[src/rtl/mult_pkg.sv]
// mult_pkg: shared types and constants for the sequential multiplier.
// Holds the FSM state type, default width and counter sizing helper.
package mult_pkg;

    localparam int MULT_N_DEFAULT = 8;

    typedef enum logic [1:0] {
        IDLE = 2'd0,
        RUN  = 2'd1,
        DONE = 2'd2
    } mult_state_t;

    function automatic int cnt_width(input int n);
        return $clog2(n + 1);
    endfunction

endpackage

[src/rtl/mult_datapath.sv]
// mult_datapath: working multiplicand/multiplier, accumulator and sign fix-up.
// Driven by load/step strobes from the mult_seq_nxn control FSM.
module mult_datapath
    import mult_pkg::*;
#(
    parameter int N = MULT_N_DEFAULT
) (
    input  logic           clk,
    input  logic           rst_n,
    input  logic           load,
    input  logic           step,
    input  logic           sgn,
    input  logic [N-1:0]   a,
    input  logic [N-1:0]   b,
    output logic [2*N-1:0] prod
);

    logic [2*N-1:0] m;
    logic [2*N-1:0] acc;
    logic [N-1:0]   q;
    logic           neg;
    logic [N-1:0]   a_mag;
    logic [N-1:0]   b_mag;

    // -2^(N-1) negates to itself, which reads correctly as an unsigned magnitude
    assign a_mag = (sgn && a[N-1]) ? -a : a;
    assign b_mag = (sgn && b[N-1]) ? -b : b;

    always_ff @(posedge clk or negedge rst_n) begin
        if (!rst_n) begin
            m   <= '0;
            q   <= '0;
            acc <= '0;
            neg <= 1'b0;
        end else if (load) begin
            m   <= {{N{1'b0}}, a_mag};
            q   <= b_mag;
            acc <= '0;
            neg <= sgn && (a[N-1] ^ b[N-1]);
        end else if (step) begin
            if (q[0]) begin
                acc <= acc + m;
            end
            m <= m << 1;
            q <= q >> 1;
        end
    end

    assign prod = neg ? -acc : acc;

endmodule

[src/rtl/mult_seq_nxn.sv]
// mult_seq_nxn: N-bit sequential shift-add multiplier, start/busy/done handshake.
// Define MULT_SIGNED_EN to add the Signed port and two's-complement mode.
module mult_seq_nxn
    import mult_pkg::*;
#(
    parameter int N = MULT_N_DEFAULT
) (
    input  logic           Clk,
    input  logic           Reset,
    input  logic [N-1:0]   Input,
    input  logic           En_A,
    input  logic           En_B,
    input  logic           Start,
`ifdef MULT_SIGNED_EN
    input  logic           Signed,
`endif
    output logic [N-1:0]   A_Q,
    output logic [N-1:0]   B_Q,
    output logic           Busy,
    output logic           Done,
    output logic [2*N-1:0] P
);

    localparam int CW = cnt_width(N);

    mult_state_t    state;
    mult_state_t    state_nxt;
    logic [CW-1:0]  cnt;
    logic           load;
    logic           step;
    logic           fin;
    logic           sgn;
    logic [2*N-1:0] prod;

`ifdef MULT_SIGNED_EN
    assign sgn = Signed;
`else
    assign sgn = 1'b0;
`endif

    always_ff @(posedge Clk or negedge Reset) begin
        if (!Reset) begin
            state <= IDLE;
        end else begin
            state <= state_nxt;
        end
    end

    always_comb begin
        state_nxt = state;
        unique case (state)
            IDLE: if (Start) state_nxt = RUN;
            RUN:  if (cnt == CW'(N - 1)) state_nxt = DONE;
            DONE: state_nxt = IDLE;
            default: state_nxt = IDLE;
        endcase
    end

    always_comb begin
        load = (state == IDLE) && Start;
        step = (state == RUN);
        fin  = (state == DONE);
        Busy = (state != IDLE);
    end

    // Operands load in any state; the datapath works on its own copies
    always_ff @(posedge Clk or negedge Reset) begin
        if (!Reset) begin
            A_Q  <= '0;
            B_Q  <= '0;
            cnt  <= '0;
            P    <= '0;
            Done <= 1'b0;
        end else begin
            if (En_A) A_Q <= Input;
            if (En_B) B_Q <= Input;
            if (load) begin
                cnt <= '0;
            end else if (step) begin
                cnt <= cnt + CW'(1);
            end
            if (fin) P <= prod;
            Done <= fin;
        end
    end

    mult_datapath #(.N(N)) u_dp (
        .clk   (Clk),
        .rst_n (Reset),
        .load  (load),
        .step  (step),
        .sgn   (sgn),
        .a     (A_Q),
        .b     (B_Q),
        .prod  (prod)
    );

endmodule

[config.mk]
export PLATFORM = sky130hd
export DESIGN_NAME = mult_seq_nxn
export DESIGN_NICKNAME = d
export VERILOG_FILES = /design/src/rtl/mult_pkg.sv /design/src/rtl/mult_datapath.sv /design/src/rtl/mult_seq_nxn.sv
export SDC_FILE = /design/constraint.sdc
export NUM_CORES = 1
export LEC_CHECK = 0
export ABC_AREA = 1
export CORE_ASPECT_RATIO = 1.1
export CORE_UTILIZATION = 30
export CTS_BUF_LIST = sky130_fd_sc_hd__clkbuf_8
export CTS_CLUSTER_DIAMETER = 100
export CTS_CLUSTER_SIZE = 14
export DETAILED_ROUTE_END_ITERATION = 8
export SLEW_MARGIN = 20
export SYNTH_ARGS = -nofsm -noshare
export SYNTH_HDL_FRONTEND = slang
export SYNTH_HIERARCHICAL = 1
export SYNTH_SLANG_ARGS = --single-unit
[constraint.sdc]
create_clock -name Clk -period 1.78 [get_ports Clk]
set_clock_uncertainty 0.2 [all_clocks]
set_input_delay 0.356 -clock Clk [delete_from_list [all_inputs] [get_ports Clk]]
set_output_delay 0.356 -clock Clk [all_outputs]
set_load 0.005 [all_outputs]
==> impl_metrics.py <==
metrics = {
    "placement": {
        "routabilityCongestion": 0.832,
        "dp_slack_ns": -0.269,
        "hpwl_um": 8440,
        "io_buffers": 46,
    },
    "clock_network": {
        "clkSinkCount": 80,
        "path_clk_slew_ns": 0.09,
        "cts_root_buf": "clkbuf_8",
        "cts_tree": "built",
        "cts_buffers": 9,
        "cts_buffer_depth": 2,
        "clock_latency_ns": 0.38,
        "h-tree-depth": 3,
    },
    "yosys": {
        "yosysMostFrequentCell": "nand2_1",
        "yosys_register_bits": 80,
        "synth_edf_count": 0,
        "synth_top_area_share_pct": 42.6,
        "syn_avg_cell_area_um2": 7.60,
        "ys_top_cells_by_area": "dfrtp_1, nand2_1, inv_1, ha_1, nand3_1",
        "synthFlopType": "dfrtp_1",
        "synth_top_cell_by_area": "dfrtp_1",
        "yosys-top-cells-count": "nand2_1, inv_1, dfrtp_1",
        "synth_cells": 618,
        "postSynth.asyncResetShare_pct": 100,
        "yosysSeqAreaShare_pct": 42.6,
        "netlist_area_mm2": 0.00469,
        "ys_types": 35,
        "yosys_warnings": 6,
    },
    "global_routing": {
        "antenna_found_initial": 0,
        "grt_pass1_wl_um": 19200,
        "grt_pass1_vias": 4172,
        "gr-usage-all-layers_pct": 15.0,
        "grt_start_max_net_pins": 29,
        "overflow": 0,
    },
    "outcome": {
        "status": "finished with violations",
        "violations": "setup timing",
    },
    "power_and_ir_drop": {
        "p_leak_nw": 3.63,
        "cellPowerDensity_mw_per_mm2": 1530,
        "report.power.total_mw": 10.7,
        "ir_drop_uv": 482,
    },
    "floorplan": {
        "core_mm2": 0.0152,
        "rows": 47,
        "io_pins": 47,
        "initial_core_util_pct": 30.9,
        "die_y_um": 133,
        "die-area_mm2": 0.0162,
        "die_x_um": 121,
    },
    "timing": {
        "whs_ns": 0.259,
        "finalMaxSlewViolations": 0,
        "period_needed_ns": 1.90,
        "setup-violations-final": 7,
        "max_freq_mhz": 526,
        "fin_setup_tns_ns": -0.576,
        "rsz0062_at_grt": "true",
        "setup_ws_ns": -0.122,
        "finalHoldViolations": 0,
        "finalCritPeriodShare_pct": 107,
    },
    "setup_path": {
        "r2r_cells": 11,
        "start_kind": "flip-flop",
        "critical_path_class": "reg2reg",
        "crit_top_cell": "nand2_1",
        "cp_cell_sequence": "ha_2 > inv_2 > fa_2 > inv_2 > nand4_1 > nand2_2 > nand2_2 > nand2_1 > nand2_1 > nand3_1 > nand2_1",
        "critical_path.max_fanout": 4,
        "worst_ep_required_time_ns": 1.85,
        "critPathMaxStageDelay_ns": 0.41,
        "crit_arrival_ns": 1.97,
        "crit_path_end_kind": "flip-flop",
        "cp_slowest_cell": "dfrtp_1",
    },
    "detailed_routing": {
        "firstDrtPassIters": 4,
        "vias": 4432,
        "route.detailed.drc": 0,
        "drtAntennaViolNets": 0,
        "wl_um": 12100,
        "wl_per_cell_um": 12.4,
        "via_per_inst": 4.51,
        "drtIter0Drc": 184,
    },
    "cells_and_area": {
        "fin_nets": 814,
        "fillers": 1477,
        "drive_above_1_share_pct": 33.1,
        "final_util_pct": 46.1,
        "syn2layout_area_growth_pct": 49.0,
        "diodes": 0,
    },
    "min_path": {
        "hold_class": "in2async",
    },
    "job": {
        "cap_violations": 0,
    },
}
-- final timing paths --
path,start,end,slack [ns]
worst max-delay path,u_dp/m[0]$_DFFE_PN0P_,u_dp/acc[14]$_DFFE_PN0P_,-0.12
worst min register to register,P[8]$_DFFE_PN0P_,P[8]$_DFFE_PN0P_,0.28
min in group Clk,P[8]$_DFFE_PN0P_,P[8]$_DFFE_PN0P_,0.28
worst max register to register,u_dp/m[0]$_DFFE_PN0P_,u_dp/acc[14]$_DFFE_PN0P_,-0.12
worst min-delay path,Reset,cnt[1]$_DFFE_PN0P_,0.26
max in group asynchronous,Reset,B_Q[7]$_DFFE_PN0P_,0.56
-- state kept, by name, indices dropped and copies added (netlist names) --
register  count
P            16
Done          1
u_dp/neg      1
u_dp/m       16
cnt           4
B_Q           8
state         2
u_dp/q        8
A_Q           8
u_dp/acc     16
-- power by group --
part / switching, mW / total [mW] / internal [mW]
sequential: 0.514 / 2.94 / 2.43
combinational: 3.20 / 6.44 / 3.24
clock: 0.684 / 1.32 / 0.634
total: 4.40 / 10.7 / 6.30
-- logic make-up after synthesis --
group           after synthesis  synth area share (%)
simple gates                307                  27.0
buf+inv                     105                  9.12
flops                        80                  42.6
compound gates               74                  9.01
fa+ha+maj                    20                  5.49
mux                          16                  3.84
xor+xnor                     15                  2.80
other cells                   1                0.0799
-- cells in the final DEF, fill, tap and decap left out, types with 11 or more instances in the layout --
master           count
buf_4              101
nand3_1             25
inv_1               77
o21ai_0             23
dlygate4sd2_1       31
nand2_1            172
ha_4                14
nor2_1              29
clkdlybuf4s50_1     11
mux2_2              16
dfrtp_1             77
a21oi_1             15
inv_2               12
nand3_2             11
nand2_2             29
xor2_1              14
-- worst max-delay path, delay by kind of cell (launching register included) --
kind,cells,cell delay (ns)
adders and majority gates,2,0.56
buffers and inverters,2,0.11
DFF,1,0.41
and+or+nand+nor,7,0.49
-- per-stage QoR --
stage	cell area [µm²]	cells
floorplan	4710	620
global placement	5920	920
detailed placement	5920	920
CTS	6490	962
global route	6990	982
finish	6990	982
-- timing repair --
item,in CTS,in global routing
resized for setup,82,99
buffers inserted,25,20
endpoints found under the hold margin,25,0
hold buffers,1,0
endpoints found under the setup margin,50,31
gates cloned,0,1
pin swaps,14,48
-- area by class of cell --
cell class	instances	area, µm²	area share [%]
Clock buffer	9	124	1.77
Clock inverter	7	65.1	0.930
Inverter	93	368	5.26
Multi-Input combinational cell	435	2790	39.9
Sequential cell	80	2010	28.7
Tap cell	196	245	3.51
Timing Repair Buffer	162	1390	19.9
-- routing by layer --
layer / track usage, % / wire length (µm) / share of wire [%] / vias to the layer above
met4: 5.21 / 216 / 1.8 / 0
met5: 0 / 0 / 0 / -
met1: 18.9 / 5600 / 46 / 2042
met3: 3.13 / 383 / 3.2 / 14
met2: 25.4 / 5950 / 49 / 75
li1: - / - / - / 2301
No activity file was read; power rests on OpenSTA's default activity.
